`config.mk`:
```
export PLATFORM = sky130hd
export DESIGN_NAME = output_port_sched
export DESIGN_NICKNAME = d
export VERILOG_FILES = /design/src/rtl/output_port_sched.sv
export SDC_FILE = /design/constraint.sdc
export NUM_CORES = 1
export LEC_CHECK = 0
export ABC_AREA = 0
export CORE_UTILIZATION = 33
export DETAILED_ROUTE_END_ITERATION = 12
export PLACE_DENSITY = 0.78
export SYNTH_ARGS = -nofsm -noshare
export SYNTH_HDL_FRONTEND = slang
export SYNTH_SLANG_ARGS = --single-unit
```
`constraint.sdc`:
```
create_clock -name clk -period 2.21 [get_ports clk]
set_input_delay 0.442 -clock clk [delete_from_list [all_inputs] [get_ports clk]]
set_output_delay 0.442 -clock clk [all_outputs]
set_load 0.01 [all_outputs]
```
`src/rtl/output_port_sched.sv`:
```
// Wormhole output-port scheduler: round-robin arbitration over L,N,S,W inputs, packet lock
// from head to tail, credit-gated transfers. Optional stall counter under `SCHED_STALL_CNT_EN`.
module output_port_sched #(
  parameter int DEPTH    = 8,
  parameter int WIDTH    = 3,
  parameter int DATASIZE = 40
) (
  input  logic                  clk,
  input  logic                  rst,
  input  logic [3:0]            req,
  input  logic [4*DATASIZE-1:0] data_in,
  input  logic                  credit_ret,
  output logic [3:0]            grant,
  output logic [DATASIZE-1:0]   data_out,
  output logic                  data_valid,
  output logic [WIDTH:0]        credits,
  output logic                  locked,
  output logic [15:0]           stall_cnt
);

  localparam logic [1:0]     T_SINGLE  = 2'b00;
  localparam logic [1:0]     T_HEAD    = 2'b01;
  localparam logic [1:0]     T_BODY    = 2'b10;
  localparam logic [1:0]     T_TAIL    = 2'b11;
  localparam logic [WIDTH:0] MAX_CRED  = (WIDTH+1)'(DEPTH);

  typedef enum logic {UNLOCKED = 1'b0, LOCKED = 1'b1} lock_state_t;

  lock_state_t          state_q, state_d;
  logic [1:0]           owner_q, owner_d;
  logic [1:0]           ptr_q, ptr_d;
  logic [WIDTH:0]       credits_q;
  logic [3:0]           eligible;
  logic [1:0]           winner;
  logic                 found;
  logic                 xfer;
  logic [DATASIZE-1:0]  win_flit;
  logic [DATASIZE-1:0]  fwd_flit;
  logic [DATASIZE-1:0]  data_p1;
  logic                 vld_p1;

  // Saturating credit update; a return and a consume in the same cycle cancel out.
  function automatic logic [WIDTH:0] credit_next(input logic [WIDTH:0] cur,
                                                 input logic take, input logic give);
    if (take && !give)
      return cur - (WIDTH+1)'(1);
    if (give && !take && cur < MAX_CRED)
      return cur + (WIDTH+1)'(1);
    return cur;
  endfunction

  always_comb begin
    eligible = (state_q == LOCKED) ? (req & (4'b0001 << owner_q)) : req;
  end

  always_comb begin
    found  = 1'b0;
    winner = ptr_q;
    for (int k = 0; k < 4; k++) begin
      if (!found && eligible[ptr_q + 2'(k)]) begin
        found  = 1'b1;
        winner = ptr_q + 2'(k);
      end
    end
    xfer     = found && (credits_q != '0) && !rst;
    grant    = xfer ? (4'b0001 << winner) : 4'b0000;
    win_flit = data_in[winner*DATASIZE +: DATASIZE];
  end

  // Lock FSM; stray body/tail while unlocked go out as singles, stray heads while locked as bodies.
  always_comb begin
    state_d  = state_q;
    owner_d  = owner_q;
    ptr_d    = ptr_q;
    fwd_flit = win_flit;
    if (xfer) begin
      case (state_q)
        UNLOCKED: begin
          if (win_flit[1:0] == T_HEAD) begin
            state_d = LOCKED;
            owner_d = winner;
          end else begin
            fwd_flit[1:0] = T_SINGLE;
            ptr_d         = winner + 2'd1;
          end
        end
        LOCKED: begin
          if (win_flit[1:0] == T_TAIL) begin
            state_d = UNLOCKED;
            ptr_d   = winner + 2'd1;
          end else if (win_flit[1:0] == T_HEAD) begin
            fwd_flit[1:0] = T_BODY;
          end
        end
        default: state_d = UNLOCKED;
      endcase
    end
  end

  // Stage p1: registered output flit and its valid.
  always_ff @(posedge clk) begin
    if (rst) begin
      state_q   <= UNLOCKED;
      owner_q   <= 2'd0;
      ptr_q     <= 2'd0;
      credits_q <= MAX_CRED;
      vld_p1    <= 1'b0;
      data_p1   <= '0;
    end else begin
      state_q   <= state_d;
      owner_q   <= owner_d;
      ptr_q     <= ptr_d;
      credits_q <= credit_next(credits_q, xfer, credit_ret);
      vld_p1    <= xfer;
      if (xfer)
        data_p1 <= fwd_flit;
    end
  end

  assign data_out   = data_p1;
  assign data_valid = vld_p1;
  assign credits    = credits_q;
  assign locked     = (state_q == LOCKED);

`ifdef SCHED_STALL_CNT_EN
  logic [15:0] stall_q;

  function automatic logic [15:0] sat_inc16(input logic [15:0] v);
    return (v == 16'hFFFF) ? v : v + 16'd1;
  endfunction

  always_ff @(posedge clk) begin
    if (rst)
      stall_q <= 16'h0;
    else if (|eligible && credits_q == '0)
      stall_q <= sat_inc16(stall_q);
  end

  assign stall_cnt = stall_q;
`else
  assign stall_cnt = 16'h0;
`endif

endmodule

```
==> key figures <==
Pwr
  • Pleak: 2.61 nW
  • PD cells: 1100 nW/um^2
  • Power, Total: 0.00699 W
  • Worst IR Drop VDD: 1.02 mV

Synth
  • Cell variety after synth: 45
  • Most used DFF post-synth: dfxtp_1
  • Register area share after synthesis: 28.2%
  • Cells after Synth: 542
  • Ys async rst share: 0%
  • Syn Area/Cell: 6.54 um^2
  • FF+latch count, synth: 50
  • Synth Cell Area: 3540 um^2
  • Synth warn: 0
  • Post-synth EDFFs: 0

CTS
  • CTS tree: done
  • Root Driver: clkbuf_8
  • Clk sinks: 50
  • Worst skew pair latency: 0.30 ns
  • H-tree depth: 2
  • CTS Buffer Depth: 2
  • CTS buffer count: 5
  • Worst-path clk slew: 0.10 ns

Global routing
  • Pin count of the biggest net entering global routing: 50
  • Tot GR Track Use: 21.1%
  • Initial antenna violation count: 0
  • GRT overflow: 0
  • Number of global-route vias before repair: 4206
  • First-pass GRT wire length: 19300 um

Run status
  • Failing checks: setup timing
  • Status: complete, but fails checks

Die
  • Die X: 106 um
  • Area of the core: 10400 um^2
  • Cell Rows: 37
  • Number of I/O pins: 233
  • Die ar.: 11200 um^2
  • DIE HEIGHT: 106 um
  • Initial Util: 34.2%

Final layout
  • Final Cell Area: 6340 um^2
  • Fin util: 61.2%
  • Final net count: 936
  • ANT cells: 0
  • Layout cell share with drive strength beyond 1: 12.6%
  • Most common cell after layout, fill and taps aside: clkdlybuf4s50_1
  • Commonest cells after routing, fill and taps aside: clkdlybuf4s50_1, nand2_1, o21ai_0, dfxtp_1
  • Area growth syn-to-layout: 79.0%

Setup path
  • Critical path required time: 1.77 ns
  • Worst setup endpoint: grant[3]
  • Worst-case reg-to-reg path depth: 12
  • Worst r2r dst: owner_q[1]
  • Crit Path Class: reg -> out
  • Worst Setup SP: owner_q[0]
  • Reg2Reg Setup Slack: -0.34 ns
  • Peak fanout along the critical path: 6
  • Crit Reg-Reg Startpoint: owner_q[0]
  • CP arrival: 2.12 ns
  • Startpoint Class: register
  • Crit end category: output pin

Route
  • TritonRoute pass-1 iters: 4
  • Post-Route WL: 12800 um
  • Vias per cell: 4.89
  • Initial DRC count: 253
  • Antenna viol nets, final: 0
  • DRC: 0
  • Total number of vias: 4399
  • Avg WL per Cell: 14.2 um

Timing
  • Setup violations, final: 28
  • Setup WS post-layout: -0.347 ns
  • Tcrit/Tclk final: 116%
  • Min Tclk post-route: 2.56 ns
  • Clk_skew: 0.00815 ns
  • Unrepaired setup endpoints after global routing: true
  • Final Max Slew Viols: 0
  • Hold Vio Cnt, Final: 0
  • F_max: 0.391 GHz

Place
  • Worst slack, placed: -0.876 ns
  • Number of buffers added on ports: 216
  • Gpl congestion: 0.876
  • Post-DP HPWL: 8980 um
  • Placed cell area: 5850 um^2

Job
  • Max-cap violation count: 0

Min path
  • Worst min-delay path class: reg -> reg
## worst max-delay path, stage by stage (launching register included)
cell and delay, ns:
dfxtp_4 0.39, nor2b_4 0.14, o21ai_2 0.19, and2b_1 0.21, nor2_1 0.06, o211a_2 0.28
buf_6 0.13, ha_2 0.17, and2_4 0.13, buf_6 0.11
## where the power goes
group / switching (W) / internal [W] / total [W] / leakage (nW)
Sequential: 0.000251 / 0.00129 / 0.00154 / 0.419
Clock: 0.000315 / 0.000337 / 0.000652 / 0.0504
Combinational: 0.00243 / 0.00238 / 0.00480 / 2.14
## cells by family (layout without fill, tap and decap cells)
family | after synthesis | in the layout | share of synthesized area [%]
multiplexers | 10 | 10 | 3.71
AND/OR/NAND/NOR | 301 | 301 | 39.0
buffers and inverters | 66 | 273 | 9.46
other | 1 | 16 | 0.106
adder cells (fa/ha/maj) | 6 | 6 | 2.12
flip-flops | 50 | 50 | 28.2
XOR/XNOR | 3 | 3 | 0.741
AO/OA/AOI/OAI | 105 | 105 | 16.7
## registers in the layout, summed over array words and instances, names as in the netlist
register,count
data_out,40
credits,4
owner_q,2
ptr_q,2
data_valid,1
locked,1
## how the worst min path moves through the flow
stage | cells past startpoint | end | start
2_1_floorplan | 2 | data_out[0] | data_out[0]
3_3_place_gp | 2 | data_out[1] | data_out[1]
3_5_place_dp | 2 | data_out[1] | data_out[1]
4_1_cts | 2 | data_out[1] | data_out[1]
5_1_grt | 2 | data_out[1] | data_out[1]
6_report | 2 | data_out[1] | data_out[1]
## synthesized netlist by cell type, drive strengths merged, types with 4 or more instances
cell type | n | area, um^2
o21ai | 83 | 415
buf | 35 | 214
nand2 | 197 | 739
ha | 6 | 75.1
nand3b | 39 | 293
clkbuf | 23 | 86.3
inv | 8 | 35.0
and2 | 6 | 37.5
nand3 | 39 | 195
nor2 | 11 | 41.3
mux2i | 8 | 105
o211ai | 4 | 30.0
dfxtp | 50 | 1000
a21oi | 6 | 30.0
## layer usage
metal	up-vias	wire, um	share of wire, %	track usage, %
li1	2212	-	-	-
met1	1983	5160	40	23.0
met2	192	6670	52	41.3
met3	12	769	6.0	3.03
met4	0	182	1.4	6.65
met5	-	0	0	0
## what timing repair did
action | CTS | global route
hold buffers | 0 | 0
endpoints found under the setup margin | 53 | 53
pin swaps | 19 | 7
gates cloned | 0 | 2
resized for setup | 59 | 13
buffers inserted | 13 | 5
## layout make-up
type	count	area (um^2)
timing repair buffer	257	2580
clock buffer	5	68.8
multi-input combinational	441	2430
tap	136	170
clock inverter	3	45.0
inverter	8	37.5
fill	922	4030
sequential	50	1010
## per-stage QoR
| step | TNS (ns) | cells | hold slack [ns] |
|---|---|---|---|
| 2_1_floorplan | -0.00829 | 557 | 0.476 |
| 3_3_place_gp | -20.87 | 874 | 0.441 |
| 3_5_place_dp | -24.44 | 874 | 0.454 |
| 4_1_cts | -2.28 | 895 | 0.472 |
| 5_1_grt | -7.52 | 900 | 0.506 |
| 6_report | -3.75 | 900 | 0.475 |
(Power assumes the default switching activity.)
